## src/rtl/time_pkg.sv

```systemverilog
// Shared constants and types for the time-of-day core.
//   SEC/MIN/HOUR_MAX : last value of each field before it wraps to zero
//   SEC/MIN/HOUR_W   : field widths
//   state_t          : load-handshake FSM state
package time_pkg;

  localparam int unsigned SEC_MAX  = 59;
  localparam int unsigned MIN_MAX  = 59;
  localparam int unsigned HOUR_MAX = 23;

  localparam int unsigned SEC_W  = 6;
  localparam int unsigned MIN_W  = 6;
  localparam int unsigned HOUR_W = 5;

  typedef enum logic {
    RUN,
    LOAD
  } state_t;

endpackage

```

## src/rtl/mod_counter.sv

```systemverilog
// Modulo counter with synchronous load, used for each time-of-day field.
// Ports:
//   clk, reset      : clock, synchronous active-high reset
//   inc             : advance by one (wraps MAX -> 0)
//   load, load_val  : load a new value; load has priority over inc
//   q               : current value
//   carry           : inc while q == MAX (feeds inc of the next stage)
module mod_counter
  import time_pkg::*;
#(
  parameter int unsigned MAX = SEC_MAX,
  parameter int unsigned W   = SEC_W
) (
  input  logic         clk,
  input  logic         reset,
  input  logic         inc,
  input  logic         load,
  input  logic [W-1:0] load_val,
  output logic [W-1:0] q,
  output logic         carry
);

  logic [W-1:0] r_q;
  logic         w_at_max;

  assign w_at_max = (r_q == W'(MAX));

  always_ff @(posedge clk) begin
    if (reset) begin
      r_q <= '0;
    end else if (load) begin
      r_q <= load_val;
    end else if (inc) begin
      r_q <= w_at_max ? '0 : r_q + W'(1);
    end
  end

  assign q     = r_q;
  assign carry = inc && w_at_max;

endmodule

```

## src/rtl/time_keeper.sv

```systemverilog
// Time-of-day core: divides clk down to seconds and cascades sec/min/hour
// with wrap-around, a range-checked load handshake, 12-hour display outputs
// and registered carry pulses.
// Ports:
//   clk, reset                  : clock, synchronous active-high reset
//   en                          : count enable (prescaler and counters hold when low)
//   set_valid/set_ready         : load handshake
//   set_hour/set_min/set_sec    : load values
//   set_err                     : one-cycle pulse when a load is rejected
//   sec/min/hour                : current time (24-hour)
//   disp_hour, pm               : 12-hour form of hour
//   sec/min/hour/day_tick       : one-cycle carry pulses, aligned with new values
module time_keeper
  import time_pkg::*;
#(
  parameter int unsigned CLK_DIV = 100_000_000
) (
  input  logic              clk,
  input  logic              reset,
  input  logic              en,
  input  logic              set_valid,
  output logic              set_ready,
  input  logic [HOUR_W-1:0] set_hour,
  input  logic [MIN_W-1:0]  set_min,
  input  logic [SEC_W-1:0]  set_sec,
  output logic              set_err,
  output logic [SEC_W-1:0]  sec,
  output logic [MIN_W-1:0]  min,
  output logic [HOUR_W-1:0] hour,
  output logic [3:0]        disp_hour,
  output logic              pm,
  output logic              sec_tick,
  output logic              min_tick,
  output logic              hour_tick,
  output logic              day_tick
);

  localparam int unsigned      PRE_W    = (CLK_DIV > 1) ? $clog2(CLK_DIV) : 1;
  localparam logic [PRE_W-1:0] PRE_LAST = PRE_W'(CLK_DIV - 1);

  logic [PRE_W-1:0] r_pre;
  state_t           r_state, w_state_d;
  logic             r_sec_tick, r_min_tick, r_hour_tick, r_day_tick, r_set_err;

  logic w_wrap, w_in_range, w_accept, w_load, w_reject, w_sec_inc;
  logic w_sec_carry, w_min_carry, w_hour_carry;

  assign set_ready  = (r_state == RUN);
  assign w_wrap     = en && (r_pre == PRE_LAST);
  assign w_in_range = (set_hour <= HOUR_W'(HOUR_MAX)) && (set_min <= MIN_W'(MIN_MAX)) &&
                      (set_sec <= SEC_W'(SEC_MAX));
  assign w_accept   = set_valid && set_ready;
  assign w_load     = w_accept && w_in_range;
  assign w_reject   = w_accept && !w_in_range;
  // A load on a wrap cycle discards the increment, so no carries or ticks either.
  assign w_sec_inc  = w_wrap && !w_load;

  always_ff @(posedge clk) begin
    if (reset) begin
      r_pre <= '0;
    end else if (w_load) begin
      r_pre <= '0;
    end else if (en) begin
      r_pre <= w_wrap ? '0 : r_pre + PRE_W'(1);
    end
  end

  mod_counter #(.MAX(SEC_MAX), .W(SEC_W)) u_sec (
    .clk      (clk),
    .reset    (reset),
    .inc      (w_sec_inc),
    .load     (w_load),
    .load_val (set_sec),
    .q        (sec),
    .carry    (w_sec_carry)
  );

  mod_counter #(.MAX(MIN_MAX), .W(MIN_W)) u_min (
    .clk      (clk),
    .reset    (reset),
    .inc      (w_sec_carry),
    .load     (w_load),
    .load_val (set_min),
    .q        (min),
    .carry    (w_min_carry)
  );

  mod_counter #(.MAX(HOUR_MAX), .W(HOUR_W)) u_hour (
    .clk      (clk),
    .reset    (reset),
    .inc      (w_min_carry),
    .load     (w_load),
    .load_val (set_hour),
    .q        (hour),
    .carry    (w_hour_carry)
  );

  always_ff @(posedge clk) begin
    if (reset) begin
      r_state <= RUN;
    end else begin
      r_state <= w_state_d;
    end
  end

  always_comb begin
    w_state_d = r_state;
    case (r_state)
      RUN:     if (w_load) w_state_d = LOAD;
      LOAD:    w_state_d = RUN;
      default: w_state_d = RUN;
    endcase
  end

  always_ff @(posedge clk) begin
    if (reset) begin
      r_sec_tick  <= 1'b0;
      r_min_tick  <= 1'b0;
      r_hour_tick <= 1'b0;
      r_day_tick  <= 1'b0;
      r_set_err   <= 1'b0;
    end else begin
      r_sec_tick  <= w_sec_inc;
      r_min_tick  <= w_sec_carry;
      r_hour_tick <= w_min_carry;
      r_day_tick  <= w_hour_carry;
      r_set_err   <= w_reject;
    end
  end

  assign sec_tick  = r_sec_tick;
  assign min_tick  = r_min_tick;
  assign hour_tick = r_hour_tick;
  assign day_tick  = r_day_tick;
  assign set_err   = r_set_err;

  // 12-hour mapping: 0 -> 12, 13..23 -> 1..11.
  always_comb begin
    disp_hour = 4'(hour);
    if (hour == '0) begin
      disp_hour = 4'd12;
    end else if (hour > HOUR_W'(12)) begin
      disp_hour = 4'(hour - HOUR_W'(12));
    end
  end

  assign pm = (hour >= HOUR_W'(12));

endmodule

```

## config.mk

```make
export PLATFORM = sky130hd
export DESIGN_NAME = time_keeper
export DESIGN_NICKNAME = d
export VERILOG_FILES = /design/src/rtl/time_pkg.sv /design/src/rtl/mod_counter.sv /design/src/rtl/time_keeper.sv
export SDC_FILE = /design/constraint.sdc
export NUM_CORES = 1
export LEC_CHECK = 0
export CAP_MARGIN = 10
export CORE_ASPECT_RATIO = 2
export CORE_MARGIN = 2
export CORE_UTILIZATION = 50
export DETAILED_ROUTE_END_ITERATION = 10
export PLACE_DENSITY = 0.82
export SLEW_MARGIN = 20
export SYNTH_ARGS = -nofsm -noshare
export SYNTH_HDL_FRONTEND = slang
export SYNTH_SLANG_ARGS = --single-unit
```

## constraint.sdc

```tcl
create_clock -name clk -period 3.1 [get_ports clk]
set_input_delay 0.775 -clock clk [delete_from_list [all_inputs] [get_ports clk]]
set_output_delay 0.775 -clock clk [all_outputs]
set_load 0.05 [all_outputs]
```

# Yosys cells after proc, flatten, opt, wreduce, memory -nomap -nowiden
# Cells that the tools add are included.
# totals
ff_bits	50
output_inout_bits	28
# classes
bitwise_logic	1
reduce_logical	17
add_sub_neg	5
n_eq_ne	4
magnitude_cmp	5
muxes	14
# ops
operator	count
6-bit 2-to-1 mux	6
27-bit by 1-bit adder with 27-bit output, second input constant	1
27-bit == test, second input constant	1
27-bit 2-to-1 mux	1
5-bit 2-to-1 mux	3
6-bit by 1-bit adder with 6-bit output, second input constant	2
6-bit == test, second input constant	2
6-bit less-or-equal comparator, second input constant	2
1-bit logical AND	10
4-bit 2-to-1 mux	2
2-bit nonzero test	3
5-bit by 1-bit adder with 5-bit output, second input constant	1
5-bit == test, second input constant	1
5-bit by 4-bit >= comparator with 1-bit output, second input constant	1
5-bit by 4-bit greater-than comparator with 1-bit output, second input constant	1
5-bit less-or-equal comparator, second input constant	1
5-bit logical NOT	1
4-bit subtractor, second input constant	1
1-bit logical NOT	2
1-bit one-hot mux with 2 select lines	1
2-bit OR reduction	1
1-bit 2-to-1 mux	1
1-bit NOT	1

# Logic depth before layout (Yosys ltp)
# logic_depth
depth_word	10
ltp_mapped	9

# Cells and area by module
# From an unflattened synthesis, not the netlist that was laid out.
# hier_totals
cells_unflattened	319
hier_area_um2	2743.9
# modules_own_cells
module	cells_each	area_per_inst_um2	instances
time_keeper	193	1694.1	1
mod_counter (u_min ...)	46	385.4	2
mod_counter (u_hour)	34	279.0	1

# Worst setup path before layout
# OpenSTA, ideal clock, no wires.
# synth_timing
path_type	reg2out
from	reg u_hour.r_q[2], in the netlist u_hour.q[2]
to	out disp_hour[3]
path_stages_with_launch	7
setup_slack_ns	0.147
required_ns	2.325
t_arrival_ns	2.178
path_cell_list	dfxtp_1 > inv_1 > ha_1 > inv_1 > a31oi_1 > a21oi_1 > a21oi_1
# synth_between
elab_chain_len	3
# synth_rtl
item	line_no	rtl
from (decl)	mod_counter.sv:23	logic [W-1:0] r_q;
from (signal assigned)	mod_counter.sv:32	r_q <= load_val;
from (signal assigned)	mod_counter.sv:34	r_q <= w_at_max ? '0 : r_q + W'(1);
4-bit subtractor / 5-bit by 4-bit greater-than comparator with 1-bit output (equally long branches)	time_keeper.sv:143, time_keeper.sv:142	
4-bit 2-to-1 mux	time_keeper.sv:142	end else if (hour > HOUR_W'(12)) begin
4-bit 2-to-1 mux *	time_keeper.sv:140	if (hour == '0) begin
to (decl)	time_keeper.sv:30	output logic [3:0] disp_hour,
# Mark *: on every way between the ends. The rest lies on a longest branch, timed or not.

# Worst setup path in the final report
# layout_timing
from	reg u_hour.r_q[2], in the netlist u_hour.q[2]
to	out pm
# layout_between
elab_chain_len	1
# layout_rtl
item	line_no	rtl
5-bit by 4-bit >= comparator with 1-bit output	time_keeper.sv:147	assign pm = (hour >= HOUR_W'(12));
to (decl)	time_keeper.sv:31	output logic pm,
# No other way between the ends.

==> results.txt <==
Final instance area -> 0.00334 sq mm
Post-Syn Nets -> 361
EDFF count, synth -> 0
Largest net degree at the start of global routing -> 26
Asr flop ratio synth -> 0
Post-CTS Setup Bufs -> 0
Setup total negative slack -> 0 ns
CP max stage cell -> clkdlybuf4s50_1
Worst setup EP type -> output pin
Yosys cell types -> 45
Buffers on Ports -> 48
YS warnings -> 0
Minimum clock period -> 2.79 ns
H-Tree Depth -> 2
Maximum clock rate -> 359 MHz
Grt ovf -> 0
Vias in the first global route -> 2488
Rows -> 37
Total global-route track usage -> 0.239
HP Class -> reg2reg
Worst-path cell chain -> ha_1, nand2_1, nand2_1, clkdlybuf4s50_1
Largest stage delay, worst path -> 0.80 ns
Measured slew at the worst slew-check pin -> 0.507 ns
Post-synth top cells -> dfxtp_1 (50), nor2_1 (48), nand2_1 (28), nand3_1 (19)
Antenna violations before repair -> 0
Top-area cell type share of the netlist area -> 0.376
Total leakage power -> 1.21 nW
Crit-path max FO -> 9
Die H -> 107 um
I/O Pins -> 49
Mean Syn Cell Area -> 8.02 sq um
Sequential share of the synthesized area -> 0.376
Synthesized instance count -> 332
Skew final -> 0.0178 ns
Maximum vdd drop -> 0.000393 V
Final ANT Viol Nets -> 0
Synth top area cells -> dfxtp_1 (38%), nor2_1 (6.8%), xor2_1 (4.6%), nand2_1 (3.9%), ha_1 (3.8%)
CTS tree -> yes
Vias per cell -> 5.99
Die area -> 0.00596 sq mm
Post_cts resized -> 0
Period utilization -> 0.899
RSZ-0062 raised after global routing -> no
Critical path arrival -> 2.01 ns
Global-route wire length before repair -> 11.3 mm
RD Place Congestion -> 0.971
Critical path class -> reg2out
CTS Hold Buffers Added -> 0
Clock Sinks -> 50
P per Cell Area -> 454 mW/mm^2
Final Util -> 0.650
Pins Over Slew Limit -> 0
Power after layout -> 0.00151 W
Startpoint types -> flip-flop
CP Data Required Time -> 2.32 ns
Core ar. -> 0.00514 sq mm
Outcome -> finished, final reports clean
Synthesized area -> 0.00266 sq mm
Clock buffer depth -> 2
Main synth FF type -> dfxtp_1
#FFs+latches synth -> 50
Via count -> 2617
Max Cap Viol -> 0
Final setup fails -> 0
Worst-Skew Late Latency -> 0.32 ns
Final Hold Slack -> 0.526 ns
Layout Nets -> 407
Final HPWL DP -> 5.24 mm
Cts bufs inserted -> 5
Ratio of cells with drive above 1 in the final layout -> 0.0686
Critical Path Most Common Cell -> nand2_1
Initial Util -> 0.518
Count leader, synth -> dfxtp_1
Fin. Hold Viols -> 0
Wire length per cell -> 15.8 um
Drt initial violations -> 127
# DRC -> 0
Relative slew slack -> 0.661
DP Area -> 0.00321 sq mm
DR pass1 iterations -> 4
CTS clock-pin slew for the worst setup and hold paths -> 0.11 ns
Post-detailed-routing wire length -> 6.91 mm
Synthesis-to-finish area growth -> 25.4%
N_diodes -> 0
Die Wd -> 55.6 um
Clock Root Buffer -> clkbuf_8
Area leader, netlist -> dfxtp_1
-- power by group --
part,internal (W),switching (W),total (W)
clock,0.000246,0.000239,0.000485
sequential,0.000664,0.0000337,0.000698
combinational,0.000124,0.000207,0.000331
-- metrics by stage --
step,std cells,setup slack [ns]
2_1_floorplan,332,0.147
3_3_place_gp,429,0.365
3_5_place_dp,429,0.317
4_1_cts,437,0.0316
5_1_grt,437,0.221
6_report,437,0.313
-- metal layers --
layer,GRT usage,up-vias,share of wire
li1,-,1277,-
met1,0.230,1237,0.36
met2,0.460,79,0.56
met3,0.0350,24,0.035
met4,0.145,0,0.043
met5,0,-,0
-- cell usage in the layout, fill, tap and decap left out, types with 2 or more instances in the layout --
master | Yosys | routed
dfxtp_1 | 50 | 50
nor2_1 | 48 | 48
clkdlybuf4s50_1 | 0 | 44
nand2_1 | 28 | 28
nand3_1 | 19 | 19
o21ai_0 | 16 | 16
xor2_1 | 14 | 14
nand4_1 | 13 | 13
nor3_1 | 11 | 11
xnor2_1 | 11 | 11
buf_4 | 0 | 11
inv_1 | 10 | 10
a21oi_1 | 10 | 10
ha_1 | 8 | 8
and3_1 | 7 | 7
a31oi_1 | 6 | 6
and4_1 | 6 | 6
a311oi_1 | 6 | 6
clkbuf_8 | 0 | 5
nor4_1 | 4 | 4
and2_1 | 4 | 4
or3_1 | 4 | 4
nand2b_1 | 3 | 3
nand4b_1 | 3 | 3
nor4b_1 | 3 | 3
nand3b_1 | 3 | 3
mux2i_1 | 3 | 3
dlymetal6s2s_1 | 0 | 3
nor3b_1 | 2 | 2
and4b_1 | 2 | 2
a311o_1 | 2 | 2
o211ai_1 | 2 | 2
-- registers in the layout (all words and copies together), names as in the netlist --
signal	cells
min_tick	1
u_hour.q	5
hour_tick	1
day_tick	1
r_state	1
set_err	1
r_pre	27
u_min.q	6
u_sec.q	6
sec_tick	1
-- critical path: cells and delay by family, from the launching register on --
| kind | cells | cell delay, ns |
|---|---|---|
| adders and majority gates | 1 | 0.24 |
| buffers and inverters | 1 | 0.80 |
| DFF | 1 | 0.49 |
| and+or+nand+nor | 2 | 0.17 |
-- worst paths after layout --
kind                                 start                      end  slack [ns]  cells past startpoint
hold reg to reg     r_pre[23]$_SDFFE_PP0P_   r_pre[23]$_SDFFE_PP0P_        0.53                      2
setup reg to reg     r_pre[8]$_SDFFE_PP0P_  u_sec.q[0]$_SDFFE_PP0P_        0.56                      5
hold / removal      r_pre[23]$_SDFFE_PP0P_   r_pre[23]$_SDFFE_PP0P_        0.53                      2
setup / recovery  u_hour.q[2]$_SDFFE_PP0P_                       pm        0.31                      4
-- layout make-up --
cell class	instances	area [sq um]
sequential	50	1000
inverter	10	37.5
timing repair buffer	58	561
fill	450	1800
clock buffer	5	68.8
tap	58	72.6
clock inverter	3	48.8
multi-input combinational	253	1550
-- logic make-up after synthesis --
kind of cell,share of synthesized area
xor gates and xnor gates,0.0822
and+or+nand+nor,0.333
muxes,0.0113
buffers and inverters,0.0423
adders and majority gates,0.0376
DFF,0.376
AOI/OAI and AO/OA,0.118
No activity file was read; power rests on OpenSTA's default activity.
